## src/rtl/data_mem_arbiter.sv

```systemverilog
// data_mem_arbiter: shares one single-port synchronous data memory between the
// core port (port 0) and the loader/debug port (port 1). One command is in
// flight at a time: IDLE picks a winner, ISSUE drives the memory strobe and the
// grant pulse, RESP captures read data and raises that port's rvalid pulse.
module data_mem_arbiter #(
   parameter int A_SIZE     = 10,
   parameter int D_SIZE     = 32,
   parameter bit FIXED_PRIO = 1'b0
) (
   input  logic              clk,
   input  logic              rst,
   // port 0 (core)
   input  logic              p0_read,
   input  logic              p0_write,
   input  logic [A_SIZE-1:0] p0_address,
   input  logic [D_SIZE-1:0] p0_data_out,
   output logic [D_SIZE-1:0] p0_data_in,
   output logic              p0_gnt,
   output logic              p0_rvalid,
   // port 1 (loader / debug)
   input  logic              p1_read,
   input  logic              p1_write,
   input  logic [A_SIZE-1:0] p1_address,
   input  logic [D_SIZE-1:0] p1_data_out,
   output logic [D_SIZE-1:0] p1_data_in,
   output logic              p1_gnt,
   output logic              p1_rvalid,
   // memory side
   output logic              mem_read,
   output logic              mem_write,
   output logic [A_SIZE-1:0] mem_address,
   output logic [D_SIZE-1:0] mem_data_out,
   input  logic [D_SIZE-1:0] mem_data_in
);

   typedef enum logic [1:0] {
      IDLE,
      ISSUE,
      RESP
   } state_t;

   state_t              state_q;
   logic                last_gnt_q;   // port that received the most recent grant
   logic                owner_q;      // port owning the command in flight
   logic                mem_read_q;
   logic                mem_write_q;
   logic [A_SIZE-1:0]   mem_address_q;
   logic [D_SIZE-1:0]   mem_data_out_q;
   logic                p0_gnt_q;
   logic                p1_gnt_q;
   logic                p0_rvalid_q;
   logic                p1_rvalid_q;
   logic [D_SIZE-1:0]   p0_data_in_q;
   logic [D_SIZE-1:0]   p1_data_in_q;

   // Arbitration inputs: which port would win if IDLE accepted a command now
   logic                p0_req;
   logic                p1_req;
   logic                sel_port;
   logic                sel_write;
   logic [A_SIZE-1:0]   sel_address;
   logic [D_SIZE-1:0]   sel_data;

   // Pick the winner: single requester wins; on a tie, fixed priority or round-robin
   always_comb begin
      // NOTE: every signal gets a default before any branch so no latch is inferred.
      p0_req    = p0_read | p0_write;
      p1_req    = p1_read | p1_write;
      sel_port  = 1'b0;
      if (p0_req && p1_req) begin
         sel_port = FIXED_PRIO ? 1'b0 : ~last_gnt_q;
      end else if (p1_req) begin
         sel_port = 1'b1;
      end
      // write wins when read and write are both raised on the winning port
      sel_write   = sel_port ? p1_write    : p0_write;
      sel_address = sel_port ? p1_address  : p0_address;
      sel_data    = sel_port ? p1_data_out : p0_data_out;
   end

   // Command FSM with registered memory strobes, grants and read-data returns
   always_ff @(posedge clk) begin
      // NOTE: sequential state uses non-blocking assignments so every register
      // sees the pre-edge value of every other register.
      if (rst) begin
         state_q        <= IDLE;
         last_gnt_q     <= 1'b1;
         owner_q        <= 1'b0;
         mem_read_q     <= 1'b0;
         mem_write_q    <= 1'b0;
         mem_address_q  <= '0;
         mem_data_out_q <= '0;
         p0_gnt_q       <= 1'b0;
         p1_gnt_q       <= 1'b0;
         p0_rvalid_q    <= 1'b0;
         p1_rvalid_q    <= 1'b0;
         p0_data_in_q   <= '0;
         p1_data_in_q   <= '0;
      end else begin
         // strobes and pulses last exactly one cycle unless re-armed below
         mem_read_q  <= 1'b0;
         mem_write_q <= 1'b0;
         p0_gnt_q    <= 1'b0;
         p1_gnt_q    <= 1'b0;
         p0_rvalid_q <= 1'b0;
         p1_rvalid_q <= 1'b0;
         unique case (state_q)
            IDLE: begin
               if (p0_req || p1_req) begin
                  owner_q        <= sel_port;
                  last_gnt_q     <= sel_port;
                  mem_write_q    <= sel_write;
                  mem_read_q     <= ~sel_write;
                  mem_address_q  <= sel_address;
                  mem_data_out_q <= sel_data;
                  p0_gnt_q       <= ~sel_port;
                  p1_gnt_q       <= sel_port;
                  state_q        <= ISSUE;
               end
            end
            ISSUE: begin
               // a write completes with its strobe; a read waits one cycle for data
               state_q <= mem_write_q ? IDLE : RESP;
            end
            RESP: begin
               if (owner_q) begin
                  p1_data_in_q <= mem_data_in;
                  p1_rvalid_q  <= 1'b1;
               end else begin
                  p0_data_in_q <= mem_data_in;
                  p0_rvalid_q  <= 1'b1;
               end
               state_q <= IDLE;
            end
            default: state_q <= IDLE;
         endcase
      end
   end

   assign mem_read     = mem_read_q;
   assign mem_write    = mem_write_q;
   assign mem_address  = mem_address_q;
   assign mem_data_out = mem_data_out_q;
   assign p0_gnt       = p0_gnt_q;
   assign p1_gnt       = p1_gnt_q;
   assign p0_rvalid    = p0_rvalid_q;
   assign p1_rvalid    = p1_rvalid_q;
   assign p0_data_in   = p0_data_in_q;
   assign p1_data_in   = p1_data_in_q;

endmodule

```

## config.mk

```make
export PLATFORM = sky130hd
export DESIGN_NAME = data_mem_arbiter
export DESIGN_NICKNAME = d
export VERILOG_FILES = /design/src/rtl/data_mem_arbiter.sv
export SDC_FILE = /design/constraint.sdc
export NUM_CORES = 1
export LEC_CHECK = 0
export CELL_PAD_IN_SITES_DETAIL_PLACEMENT = 1
export CELL_PAD_IN_SITES_GLOBAL_PLACEMENT = 1
export CORE_MARGIN = 1.5
export CORE_UTILIZATION = 28
export CTS_CLUSTER_DIAMETER = 150
export DETAILED_ROUTE_END_ITERATION = 8
export PLACE_DENSITY = 0.78
export SLEW_MARGIN = 5
export SYNTH_ARGS = -nofsm -noshare
export SYNTH_HDL_FRONTEND = slang
export SYNTH_SLANG_ARGS = --single-unit
```

## constraint.sdc

```tcl
create_clock -name clk -period 2.3 [get_ports clk]
set_input_delay 0.46 -clock clk [delete_from_list [all_inputs] [get_ports clk]]
set_output_delay 0.46 -clock clk [all_outputs]
set_load 0.005 [all_outputs]
```

==> reports/qor.txt <==
Die H = 131 um
Number of top-level pins = 234
DRT antenna net count = 0
Synth Instances = 562
Register area = 2320 um2
Sw power = 1460 uW
DRT Pass-1 Iters = 4
Routability Congestion = 0.824
Cell variety after synth = 30
Clk pwr share = 42.5%
First-pass GRT wire length = 27000 um
Die X = 131 um
Worst endpoint required time = 2.60 ns
# port buffers = 233
Commonest cells after routing, fill and taps aside = 232 x clkdlybuf4s50_1, 129 x nand2_1, 116 x dfxtp_1, 106 x a21oi_1
CTS Hold Bufs = 0
Maximum level of the CTS H-tree = 4
Vias per cell = 5.06
Met1 Track Usage GR = 21.1%
Synthesized-area fraction occupied by adder cells = 0%
Total core area = 15900 um2
NumNets Final = 894
Main combinational cell family by area after synthesis = compound AO/OA/AOI/OAI gates
Antenna cells = 0
R2R cell count = 3
GR Layer Usage met3 = 8.02%
Initial core utilization = 28.7%
Gr busiest metal = met2
Tcrit/Tclk final = 87.7%
Syn_nets = 684
Multi-input logic area = 2020 um2
Clock tree buffer depth = 2
Register share of total power = 38.7%
Unrepaired setup endpoints after global routing = no
Most common cell after layout, fill and taps aside = clkdlybuf4s50_1
Worst hold slack = 0.453 ns
Clock root buffer = clkbuf_16
Post-synthesis compound-gate area fraction = 25.8%
P_int = 4370 uW
DP Worst Slack = -0.130 ns
Nature of the critical path endpoint = register
Syn_area_per_cell = 8.14 um2
Switching Share = 25.0%
Post-DP Area = 7130 um2
Fin. Hold Viols = 0
Max_cap viols = 0
Critical path type = in2reg
R2R setup slack = 0.64 ns
Worst Hold Class = reg2reg
Xor/xnor share of the synthesized area = 0%
GR Util met2 = 37.4%
Final setup viols = 0
Mux cell area share after synthesis = 0%
Post-synth design cell area = 4580 um2
WL/cell = 17.7 um
VDD IR-drop max = 0.500 mV
CP Launch Type = input port
Clk sinks = 116
Post-cts resize count = 0
Max Slew Vio Count = 0
DRT iter0 DRCs = 275
Clock transition at path regs = 0.05 ns
Status = finished, final reports clean
Worst Tran Pin Value = 0.875 ns
Vias in the first global route = 5430
Hold Path Depth = 2
Combinational share of power = 18.9%
FF-to-FF Start = state_q[1]
Pleak = 0.00262 uW
Hold_sp = p0_data_in[14]
Worst rel slew slack = 41.7%
CP Launch Point = p1_write
Final instance area = 7680 um2
Pwr dens = 759 nW/um2
Sequential share of the synthesized area = 50.7%
Final core utilization = 48.2%
Fin worst setup slack = 0.283 ns
Synth warn = 0
Largest net degree at the start of global routing = 49
Insertion delay of the later-clocked pin in the worst-skew pair = 0.41 ns
Clock Skew = 0.00513 ns
Antenna violations before repair = 0
Fillers = 1856
Final WL = 17600 um
Minimum clock period = 2.02 ns
CTS tree = yes
Die area = 17100 um2
Tot GR Track Use = 20.6%
DR vias = 5050
Worst Path Max Fanout = 43
Max Freq = 496 MHz
Setup bufs post-CTS = 0
Post-synthesis simple-gate area fraction = 17.8%
Worst EP arrival = 2.32 ns
Total CTS buffers = 17
Grt ovf = 0
P&R area growth vs syn = 67.9%
Cell Rows = 46
DP HPWL = 12000 um
Flops & latches, synth = 116
Total negative slack = 0 ns
DR DRC count = 0
Share of layout cells above drive strength 1 = 6.78%
==> logic make-up (layout without fill, tap and decap cells) <==
logic type / count (synthesis) / after routing
compound gates: 198 / 198
simple gates: 190 / 190
flops: 116 / 116
buf+inv: 58 / 278
==> metrics by stage <==
stage | instances | power (uW)
finish | 998 | 5830
floorplan | 562 | 2720
CTS | 998 | 5900
global placement | 969 | 3360
detailed placement | 969 | 3400
global route | 998 | 6090
==> area by class of cell <==
type | instances | share of cell area, %
clock buffer | 25 | 6.58
clock inverter | 4 | 0.619
multi-input combinational | 388 | 26.4
sequential | 116 | 30.2
tap | 216 | 3.52
timing repair buffer | 249 | 32.7
==> metal layers <==
| metal | vias up | wire, um |
|---|---|---|
| met3 | 24 | 1660 |
| li1 | 2405 | - |
| met5 | - | 0 |
| met1 | 2412 | 7030 |
| met4 | 0 | 335 |
| met2 | 209 | 8600 |
==> registers in the layout (all words and copies together), names as in the netlist <==
register	flops
mem_data_out	32
p0_gnt	1
mem_address	10
p1_gnt	1
mem_write	1
p1_data_in	32
state_q	2
p1_rvalid	1
owner_q	1
p0_data_in	32
mem_read	1
last_gnt_q	1
p0_rvalid	1
==> path summary, 6_finish.rpt <==
path,endpoint
max,mem_data_out[14]
min reg2reg,p0_data_in[14]
min,p0_data_in[14]
max reg2reg,p0_data_in[7]
==> power groups by stage <==
| stage | clock network [uW] | registers [uW] | logic (uW) |
|---|---|---|---|
| 2_1_floorplan | 0 | 2280 | 437 |
| 3_3_place_gp | 0 | 2290 | 1070 |
| 3_5_place_dp | 0 | 2290 | 1100 |
| 4_1_cts | 2530 | 2260 | 1110 |
| 5_1_grt | 2630 | 2270 | 1190 |
| 6_report | 2480 | 2250 | 1100 |
==> worst max-delay path: stages <==
cell and delay, ns:
clkdlybuf4s50_1 0.49, buf_4 0.13, or2_2 0.68, nand3_1 0.21
a311oi_1 0.35
==> cells in the mapped netlist, drive strengths merged <==
master,n,area [um2]
nor4,1,6.26
or3b,1,8.76
or4,1,7.51
and2,1,6.26
nor2,5,18.8
nor3,1,5.00
nand3b,2,15.0
clkbuf,52,195
o21a,1,7.51
dfxtp,116,2320
a211oi,2,15.0
nand2,129,484
o21ba,1,10.0
a21oi,106,531
nor3b,1,7.51
a21boi,1,7.51
buf,6,61.3
nand2b,1,6.26
a21o,1,7.51
a211o,1,8.76
o21ai,43,215
a311oi,42,380
nor4b,1,8.76
or2,2,12.5
and4b,1,10.0
nand3,42,210
and3b,1,8.76
Power figures use the tool's default switching activity.
